File: config.mk
export PLATFORM = sky130hd
export DESIGN_NAME = pipelined_cla_adder
export DESIGN_NICKNAME = d
export VERILOG_FILES = /design/src/rtl/mips_arith_pkg.sv /design/src/rtl/cla_group4.sv /design/src/rtl/pipelined_cla_adder.sv
export SDC_FILE = /design/constraint.sdc
export NUM_CORES = 1
export LEC_CHECK = 0
export CORE_ASPECT_RATIO = 1.1
export CORE_MARGIN = 10
export CORE_UTILIZATION = 44
export DETAILED_ROUTE_END_ITERATION = 10
export SLEW_MARGIN = 10
export SYNTH_ARGS = -nofsm -noshare
export SYNTH_HDL_FRONTEND = slang
export SYNTH_SLANG_ARGS = --single-unit
export TNS_END_PERCENT = 1
File: constraint.sdc
create_clock -name clk -period 2.1 [get_ports clk]
set_input_delay 0.42 -clock clk [delete_from_list [all_inputs] [get_ports clk]]
set_output_delay 0.42 -clock clk [all_outputs]
set_load 0.01 [all_outputs]
File: src/rtl/mips_arith_pkg.sv
// Shared arithmetic definitions for the MIPS datapath adders.
// The group width is fixed and the derived stage count is checked at elaboration.
package mips_arith_pkg;

    localparam int GROUP_W = 4;

    typedef logic [GROUP_W-1:0] grp_t;

    // Returns 0 for an illegal width so the instantiating module can raise an elaboration error.
    function automatic int calc_ngrp(input int width);
        if (width < GROUP_W || (width % GROUP_W) != 0) begin
            return 0;
        end
        return width / GROUP_W;
    endfunction

endpackage

File: src/rtl/cla_group4.sv
// Combinational 4-bit carry-lookahead group: sum nibble, group carry-out,
// carry into the group MSB, and group generate/propagate.
module cla_group4
    import mips_arith_pkg::*;
(
    input  grp_t a,
    input  grp_t b,
    input  logic ci,
    output grp_t s,
    output logic co,
    output logic c3,
    output logic G,
    output logic P
);

    grp_t g;
    grp_t p;
    logic c1;
    logic c2;

    assign g  = a & b;
    assign p  = a ^ b;

    assign c1 = g[0] | (p[0] & ci);
    assign c2 = g[1] | (p[1] & g[0]) | (p[1] & p[0] & ci);
    assign c3 = g[2] | (p[2] & g[1]) | (p[2] & p[1] & g[0]) | (p[2] & p[1] & p[0] & ci);

    assign G  = g[3] | (p[3] & g[2]) | (p[3] & p[2] & g[1]) | (p[3] & p[2] & p[1] & g[0]);
    assign P  = &p;
    assign co = G | (P & ci);

    assign s  = p ^ {c3, c2, c1, ci};

endmodule

File: src/rtl/pipelined_cla_adder.sv
// Pipelined carry-lookahead adder/subtractor: one 4-bit lookahead group per stage,
// operands skewed in and result nibbles deskewed out so a whole word emerges per cycle.
module pipelined_cla_adder
    import mips_arith_pkg::*;
#(
    parameter int WIDTH = 32,
    parameter int GROUP = GROUP_W
) (
    input  logic             clk,
    input  logic             rst_n,
    input  logic             in_valid,
    output logic             in_ready,
    input  logic [WIDTH-1:0] a,
    input  logic [WIDTH-1:0] b,
    input  logic             cin,
    input  logic             op_sub,
    output logic             out_valid,
    input  logic             out_ready,
    output logic [WIDTH-1:0] sum,
    output logic             cout,
    output logic             ovf,
    output logic             zero
);

    localparam int NGRP = calc_ngrp(WIDTH);
    localparam int LAST = NGRP - 1;

    if (GROUP != GROUP_W || NGRP == 0) begin : g_bad_param
        $error("pipelined_cla_adder: WIDTH must be a positive multiple of 4 and GROUP must be 4");
    end

    // Handshake: input transfers on in_valid & in_ready, output on out_valid & out_ready.
    // The whole pipe advances together when the output slot is empty or being drained,
    // so in_ready follows out_ready combinationally and a held result never changes.
    logic             adv;
    logic [WIDTH-1:0] b_eff;
    logic [WIDTH-1:0] sum_q;
    logic             cout_q;
    logic             ovf_q;
    logic             valid_q;

    assign adv      = ~valid_q | out_ready;
    assign in_ready = adv;
    assign b_eff    = b ^ {WIDTH{op_sub}};

    for (genvar k = 0; k < NGRP; k++) begin : grp
        grp_t ga;
        grp_t gb;
        grp_t gs;
        logic gci;
        logic gco;
        logic gc3;
        logic gg;
        logic gp;
        logic unused_gp;

        if (k == 0) begin : g_src
            assign ga  = a[GROUP_W-1:0];
            assign gb  = b_eff[GROUP_W-1:0];
            assign gci = op_sub | cin;
        end else begin : g_src
            assign ga  = fwd[k-1].a_q[GROUP_W-1:0];
            assign gb  = fwd[k-1].b_q[GROUP_W-1:0];
            assign gci = pipe[k-1].c_q;
        end

        cla_group4 u_cla (
            .a  (ga),
            .b  (gb),
            .ci (gci),
            .s  (gs),
            .co (gco),
            .c3 (gc3),
            .G  (gg),
            .P  (gp)
        );

        // Only the top group's MSB carry feeds the overflow flag.
        assign unused_gp = gg ^ gp ^ gc3;
    end

    // Operand skew: after stage k only the groups above k still need to travel.
    for (genvar k = 0; k < NGRP - 1; k++) begin : fwd
        localparam int RW = WIDTH - (k + 1) * GROUP_W;
        logic [RW-1:0] a_q;
        logic [RW-1:0] b_q;
        logic [RW-1:0] a_d;
        logic [RW-1:0] b_d;

        if (k == 0) begin : g_src
            assign a_d = a[WIDTH-1:GROUP_W];
            assign b_d = b_eff[WIDTH-1:GROUP_W];
        end else begin : g_src
            assign a_d = fwd[k-1].a_q[RW+GROUP_W-1:GROUP_W];
            assign b_d = fwd[k-1].b_q[RW+GROUP_W-1:GROUP_W];
        end

        always_ff @(posedge clk or negedge rst_n) begin
            if (!rst_n) begin
                a_q <= '0;
                b_q <= '0;
            end else if (adv) begin
                a_q <= a_d;
                b_q <= b_d;
            end
        end
    end

    // Result deskew: finished nibbles accumulate beneath the newest one.
    for (genvar k = 0; k < NGRP - 1; k++) begin : pipe
        localparam int DW = (k + 1) * GROUP_W;
        logic [DW-1:0] psum_q;
        logic [DW-1:0] psum_d;
        logic          c_q;
        logic          v_q;
        logic          v_d;

        if (k == 0) begin : g_src
            assign psum_d = grp[0].gs;
            assign v_d    = in_valid;
        end else begin : g_src
            assign psum_d = {grp[k].gs, pipe[k-1].psum_q};
            assign v_d    = pipe[k-1].v_q;
        end

        always_ff @(posedge clk or negedge rst_n) begin
            if (!rst_n) begin
                psum_q <= '0;
                c_q    <= 1'b0;
                v_q    <= 1'b0;
            end else if (adv) begin
                psum_q <= psum_d;
                c_q    <= grp[k].gco;
                v_q    <= v_d;
            end
        end
    end

    logic [WIDTH-1:0] fin_sum_d;
    logic             fin_v_d;

    if (NGRP == 1) begin : g_fin
        assign fin_sum_d = grp[0].gs;
        assign fin_v_d   = in_valid;
    end else begin : g_fin
        assign fin_sum_d = {grp[LAST].gs, pipe[LAST-1].psum_q};
        assign fin_v_d   = pipe[LAST-1].v_q;
    end

    always_ff @(posedge clk or negedge rst_n) begin
        if (!rst_n) begin
            sum_q   <= '0;
            cout_q  <= 1'b0;
            ovf_q   <= 1'b0;
            valid_q <= 1'b0;
        end else if (adv) begin
            sum_q   <= fin_sum_d;
            cout_q  <= grp[LAST].gco;
            ovf_q   <= grp[LAST].gc3 ^ grp[LAST].gco;
            valid_q <= fin_v_d;
        end
    end

    assign out_valid = valid_q;
    assign sum       = sum_q;
    assign cout      = cout_q;
    assign ovf       = ovf_q;
    assign zero      = valid_q & ~|sum_q;

endmodule

# Word level (Yosys, flattened, before mapping)
# Cells that the tools add are included.
[word_totals]
reg_bits = 385
memories = 0
latchBits = 0
inputBits = 70
mem_bits_ro = 0
mem_bits_rw = 0
out_inout_bits = 37
word_cells = 279
[op_classes]
n_shift = 0
mux = 0
magnitude_cmp = 0
add_sub_neg = 0
bitwise_logic = 230
n_reduce_logical = 10
mul = 0
div_mod_pow = 0
eq_ne = 0
[ops]
columns = ["op", "count"]
rows = [
  ["$and A1 B1 Y1", 121],
  ["$or A1 B1 Y1", 82],
  ["$xor A4 B4 Y4", 16],
  ["$and A4 B4 Y4", 8],
  ["$reduce_and A4 Y1", 8],
  ["$reduce_or A32 Y1", 1],
  ["$xor A32 B32 Y32", 1],
  ["$logic_not A1 Y1", 1],
  ["$not A1 Y1", 1],
  ["$xor A1 B1 Y1", 1],
]

# Depth between registers and ports, before layout
[depth]
ltp_word = 7
depth_mapped = 8
depth_no_buf = 6

# Hierarchy
# From an unflattened synthesis, not the netlist that was laid out.
[unflattened]
hier_cells = 1822
area_unflattened_um2 = 16453.3
[by_module_without_submodules]
columns = ["module", "cells_per_inst", "n_inst", "area_each_um2", "seq_area_each_um2"]
rows = [
  ["pipelined_cla_adder", 1646, 1, 14991.9, 9634.2],
  ["cla_group4", 22, 8, 182.7, 0.0],
]

# Worst setup path before layout
# Ideal clock, no wire load.
[synth_timing]
kind = "input to register"
start = "input op_sub"
end = "register pipe[0].c_q, in the netlist grp[1].gci"
slack_ns = 0.040
setup_time_ns = 0.124
cell_stages = 8
n_path_buf = 2
t_arrival_ns = 1.936
required_time_ns = 1.976
path_cell_list = "buf_6 -> buf_2 -> xor2_1 -> ha_1 -> a21oi_1 -> a21boi_2 -> o21a_1 -> o31a_1"
[synth_via]
elab_chain_cells = 7
elab_cells_between_ends = 15
classes_between = "14 x bitwise; 1 x reduce/logical"
[synth_rtl]
columns = ["element", "line_no", "source"]
rows = [
  ["from (decl)", "pipelined_cla_adder.sv:16", "input logic op_sub,"],
  ["$xor A32 B32 Y32", "pipelined_cla_adder.sv:44", "assign b_eff = b ^ {WIDTH{op_sub}};"],
  ["$xor A4 B4 Y4 / $and A4 B4 Y4 (equally long branches)", "cla_group4.sv:22, cla_group4.sv:21", ""],
  ["$and A1 B1 Y1", "cla_group4.sv:28", "assign G = g[3] | (p[3] & g[2]) | (p[3] & p[2] & g[1]) | (p[3] & p[2] & p[1] & g[0]);"],
  ["$or A1 B1 Y1 / $and A1 B1 Y1 (equally long branches) (2 in series)", "cla_group4.sv:28", ""],
  ["$or A1 B1 Y1", "cla_group4.sv:28", ""],
  ["$or A1 B1 Y1 (*)", "cla_group4.sv:30", "assign co = G | (P & ci);"],
  ["to (signal assigned)", "pipelined_cla_adder.sv:133", "c_q <= grp[k].gco;"],
  ["to (decl)", "pipelined_cla_adder.sv:114", "logic c_q;"],
]
# Every way passes the cells marked *; elsewhere a longest branch is shown, timed or not.
# A chain may end at the register's enable or synchronous reset.

# Worst setup path in the final report
[layout_timing]
start = "register sum_q[8], in the netlist sum[8]"
end = "output zero"
[layout_via]
elab_chain_cells = 3
[layout_rtl]
columns = ["element", "line_no", "source"]
rows = [
  ["from (decl)", "pipelined_cla_adder.sv:37", "logic [WIDTH-1:0] sum_q;"],
  ["from (signal assigned)", "pipelined_cla_adder.sv:157", "sum_q <= fin_sum_d;"],
  ["$reduce_or A32 Y1", "pipelined_cla_adder.sv:168", "assign zero = valid_q & ~|sum_q;"],
  ["$logic_not A1 Y1", "pipelined_cla_adder.sv:168", ""],
  ["$and A1 B1 Y1", "pipelined_cla_adder.sv:168", ""],
  ["to (decl)", "pipelined_cla_adder.sv:22", "output logic zero"],
]
# Every way passes these cells.

==> results.tsv <==
stage	metric	value	unit
outcome	status	finished, violations left	
outcome	failing checks	negative setup slack	
clock_tree	clock sink count	385	
layout	Area Overhead vs Synth	19.2	%
power_and_ir_drop	switching pwr	9.40	mW
clock_tree	clock tree buffer depth	3	
routing	routed vias	11000	
layout	fill count	3422	
floorplanning	row count	73	
sta	fin crit share	1.02	
setup_path	CP Class	reg -> out	
clock_tree	clock latency on the worst-skew pair	540	ps
floorplanning	Initial Util	0.443	
sta	Slew @ Worst Pin	531	ps
logic_synthesis	Yosys top cell by area	dfrtp_1	
routing	Detailed Route WL	31500	µm
clock_tree	CTS tree	built	
logic_synthesis	number of synthesis warnings	0	
setup_path	Crit path buffers/inverters	2	
sta	Final Hold Fails	0	
sta	crit path time final	2140	ps
global_routing	number of global-route vias before repair	11100	
setup_path	Crit path max-delay family	simple AND/OR/NAND/NOR gates	
clock_tree	clock root buffer	clkbuf_16	
sta	fmax	466	MHz
global_routing	initial antenna violation count	0	
logic_synthesis	Synth Flop Type	dfrtp_1	
global_routing	largest net degree at the start of global routing	79	
setup_path	CP arrival	1720	ps
routing	WL/cell	13.3	µm
run	max_cap viols	0	
floorplanning	Die W	202	µm
power_and_ir_drop	power density cells	1480	mW/mm²
logic_synthesis	syn avg cell area	9.25	µm²
power_and_ir_drop	Sequential Power Share	0.449	
layout	multi-input combinational cell area	0.00567	mm²
logic_synthesis	top-count cell post-synth	nand2_1	
setup_path	crit path launch type	register	
place	I/O Buffers	106	
sta	worst setup margin	-43.8	ps
power_and_ir_drop	leak pwr	9.71	nW
routing	DRC violations left	0	
power_and_ir_drop	Int Power	18.8	mW
place	Place WS	-114	ps
routing	Vias per Instance	4.67	
power_and_ir_drop	VDD IR max	0.000720	V
layout	final net count	1955	
floorplanning	DIE AREA	0.0443	mm²
sta	relative slew slack	0.646	
layout	ratio of cells with drive above 1 in the final layout	0.0752	
logic_synthesis	Net Count, Synth	1835	
setup_path	Crit path largest cell delay	380	ps
hold_path	Hold Crit Class	in -> reg	
setup_path	cell breakdown of the critical path	nor4_2 -> buf_4 -> nand4_1 -> nor3_2 -> buf_2	
floorplanning	core area	0.0360	mm²
place	dpl hpwl	21200	µm
logic_synthesis	Synth area leaders	dfrtp_1 60%, nand2_1 24%, buf_6 2.5%	
logic_synthesis	Yosys cell types	34	
sta	Clock Skew	22.1	ps
logic_synthesis	Mapped Cells	1725	
clock_tree	total CTS buffers	40	
setup_path	Slowest-stage cell, CP	dfrtp_1	
floorplanning	chip height	220	µm
setup_path	WP data required	1680	ps
clock_tree	CTS clock-pin slew for the worst setup and hold paths	60	ps
logic_synthesis	FF+latch count, synth	385	
power_and_ir_drop	combinational share of power	0.301	
layout	Register Area	0.00963	mm²
power_and_ir_drop	power consumption	28.2	mW
floorplanning	I/O pin cnt	107	
place	RD Place Congestion	0.783	
setup_path	Worst Path Max Fanout	2	
power_and_ir_drop	Clock power frac	0.249	
layout	Antenna Cells	0	
power_and_ir_drop	Sw Share	0.334	
logic_synthesis	fraction of registers with async set/reset	1.00	
sta	Final setup viols	1	
sta	max-slew violations	0	
logic_synthesis	Synth top area share	0.604	
routing	drt pass-1 iters	5	
logic_synthesis	register area share after synthesis	0.604	
global_routing	first-pass GRT wire length	54700	µm
logic_synthesis	Synth Cell Area	0.0159	mm²
logic_synthesis	EDFF count, synth	0	
global_routing	global router's overall resource usage	0.146	
routing	final antenna-violating net count	0	
clock_tree	CTS H-tree depth	2	
routing	Starting DRT DRC Count	717	
logic_synthesis	Synth top cells by count	1020 x nand2_1, 385 x dfrtp_1, 71 x o21ai_0	
global_routing	grt total ovfl	0	
sta	RSZ-0062 raised after global routing	true	
setup_path	CP Capture Type	output pin	
layer usage:
metal  vias up  track usage  routed length [µm]
met1      5211        0.198               15100
met2       150        0.238               14500
met5         -            0                   0
met4         0       0.0414                 633
met3        50       0.0269                1190
li1       5628            -                   -
cell families after synthesis:
kind of cell / share of synthesized area
compound gates: 0.0434
xor+xnor: 0.0258
fa+ha+maj: 0.0351
buf+inv: 0.0432
flops: 0.604
mux: 0.000628
simple gates: 0.248
power by group through the flow:
stage	Sequential (mW)	Combinational (mW)	Clock, mW
after global placement	12.7	8.42	0
after detailed placement	12.8	8.66	0
after CTS	12.7	8.71	7.23
final	12.7	8.49	7.02
after floorplan	12.4	5.99	0
after global routing	13.1	9.96	7.53
what timing repair did:
item / in CTS / in global routing
pin swaps: 3 / 0
endpoints found under the hold margin: 42 / 0
hold buffers: 1 / 0
buffers inserted: 0 / 0
endpoints found under the setup margin: 1 / 2
resized for setup: 6 / 5
layout make-up:
class                   instances  share of cell area
well taps                     487              0.0320
clock buffers                  62              0.0655
repair buffers                167              0.0917
multi-input cells            1247               0.298
flip-flops and latches        385               0.507
clock inverters                11             0.00480
inverters                       4             0.00118
final timing paths:
path                                    start  slack (ps)                  to  cells after the start
min in group asynchronous               rst_n         430  pipe[4].psum_q[11]                      2
max reg2reg                     fwd[5].a_q[0]         480          grp[7].gci                      5
min reg2reg                pipe[5].psum_q[16]         460  pipe[6].psum_q[16]                      2
max in group asynchronous               rst_n         920             sum[25]                      3
max                                    sum[8]         -40                zero                      5
min                                     a[16]         410      fwd[0].a_q[12]                      3
metrics by stage:
step                      hold WS [ps]  TNS, ps  utilization  area (µm²)  cells
after detailed placement           413     -299        0.490       17600   2289
after global routing               401     -187        0.528       19000   2363
after global placement             415     -144        0.490       17600   2289
after floorplan                    124        0            -       15900   1725
final                              412    -43.8        0.528       19000   2363
after CTS                          389     -101        0.528       19000   2363
layout by cell type, fill, tap and decap left out, drive strengths merged:
master	instances
fa	8
nor2	6
o21bai	7
ha	32
or2	1
bufinv	1
nand2	1020
o31a	1
a21oi	11
o21a	1
o211ai	1
dlygate4sd3	1
o21ai	71
nor4b	1
inv	4
clkinv	10
mux2i	1
clkbuf	62
clkdlybuf4s50	102
xor2	5
nor4	6
nor2b	1
o31ai	2
dfrtp	385
xnor2	42
dlymetal6s2s	1
or3	1
a21boi	1
buf	63
nand2b	2
nor3	2
nand4	2
a211oi	15
a21o	7
tightest hold or removal path, delay by kind of cell:
kind                   cells  cell delay, ps
buffers and inverters      1             390
and+or+nand+nor            2              90
sequential cells by signal, indices dropped and copies added (netlist names):
register / cells
grp.gci: 7
sum: 32
pipe.psum_q: 112
pipe.v_q: 6
fwd.b_q: 112
fin_v_d: 1
cout: 1
fwd.a_q: 112
ovf: 1
out_valid: 1
Note: power is estimated with default switching activity, not from simulation.
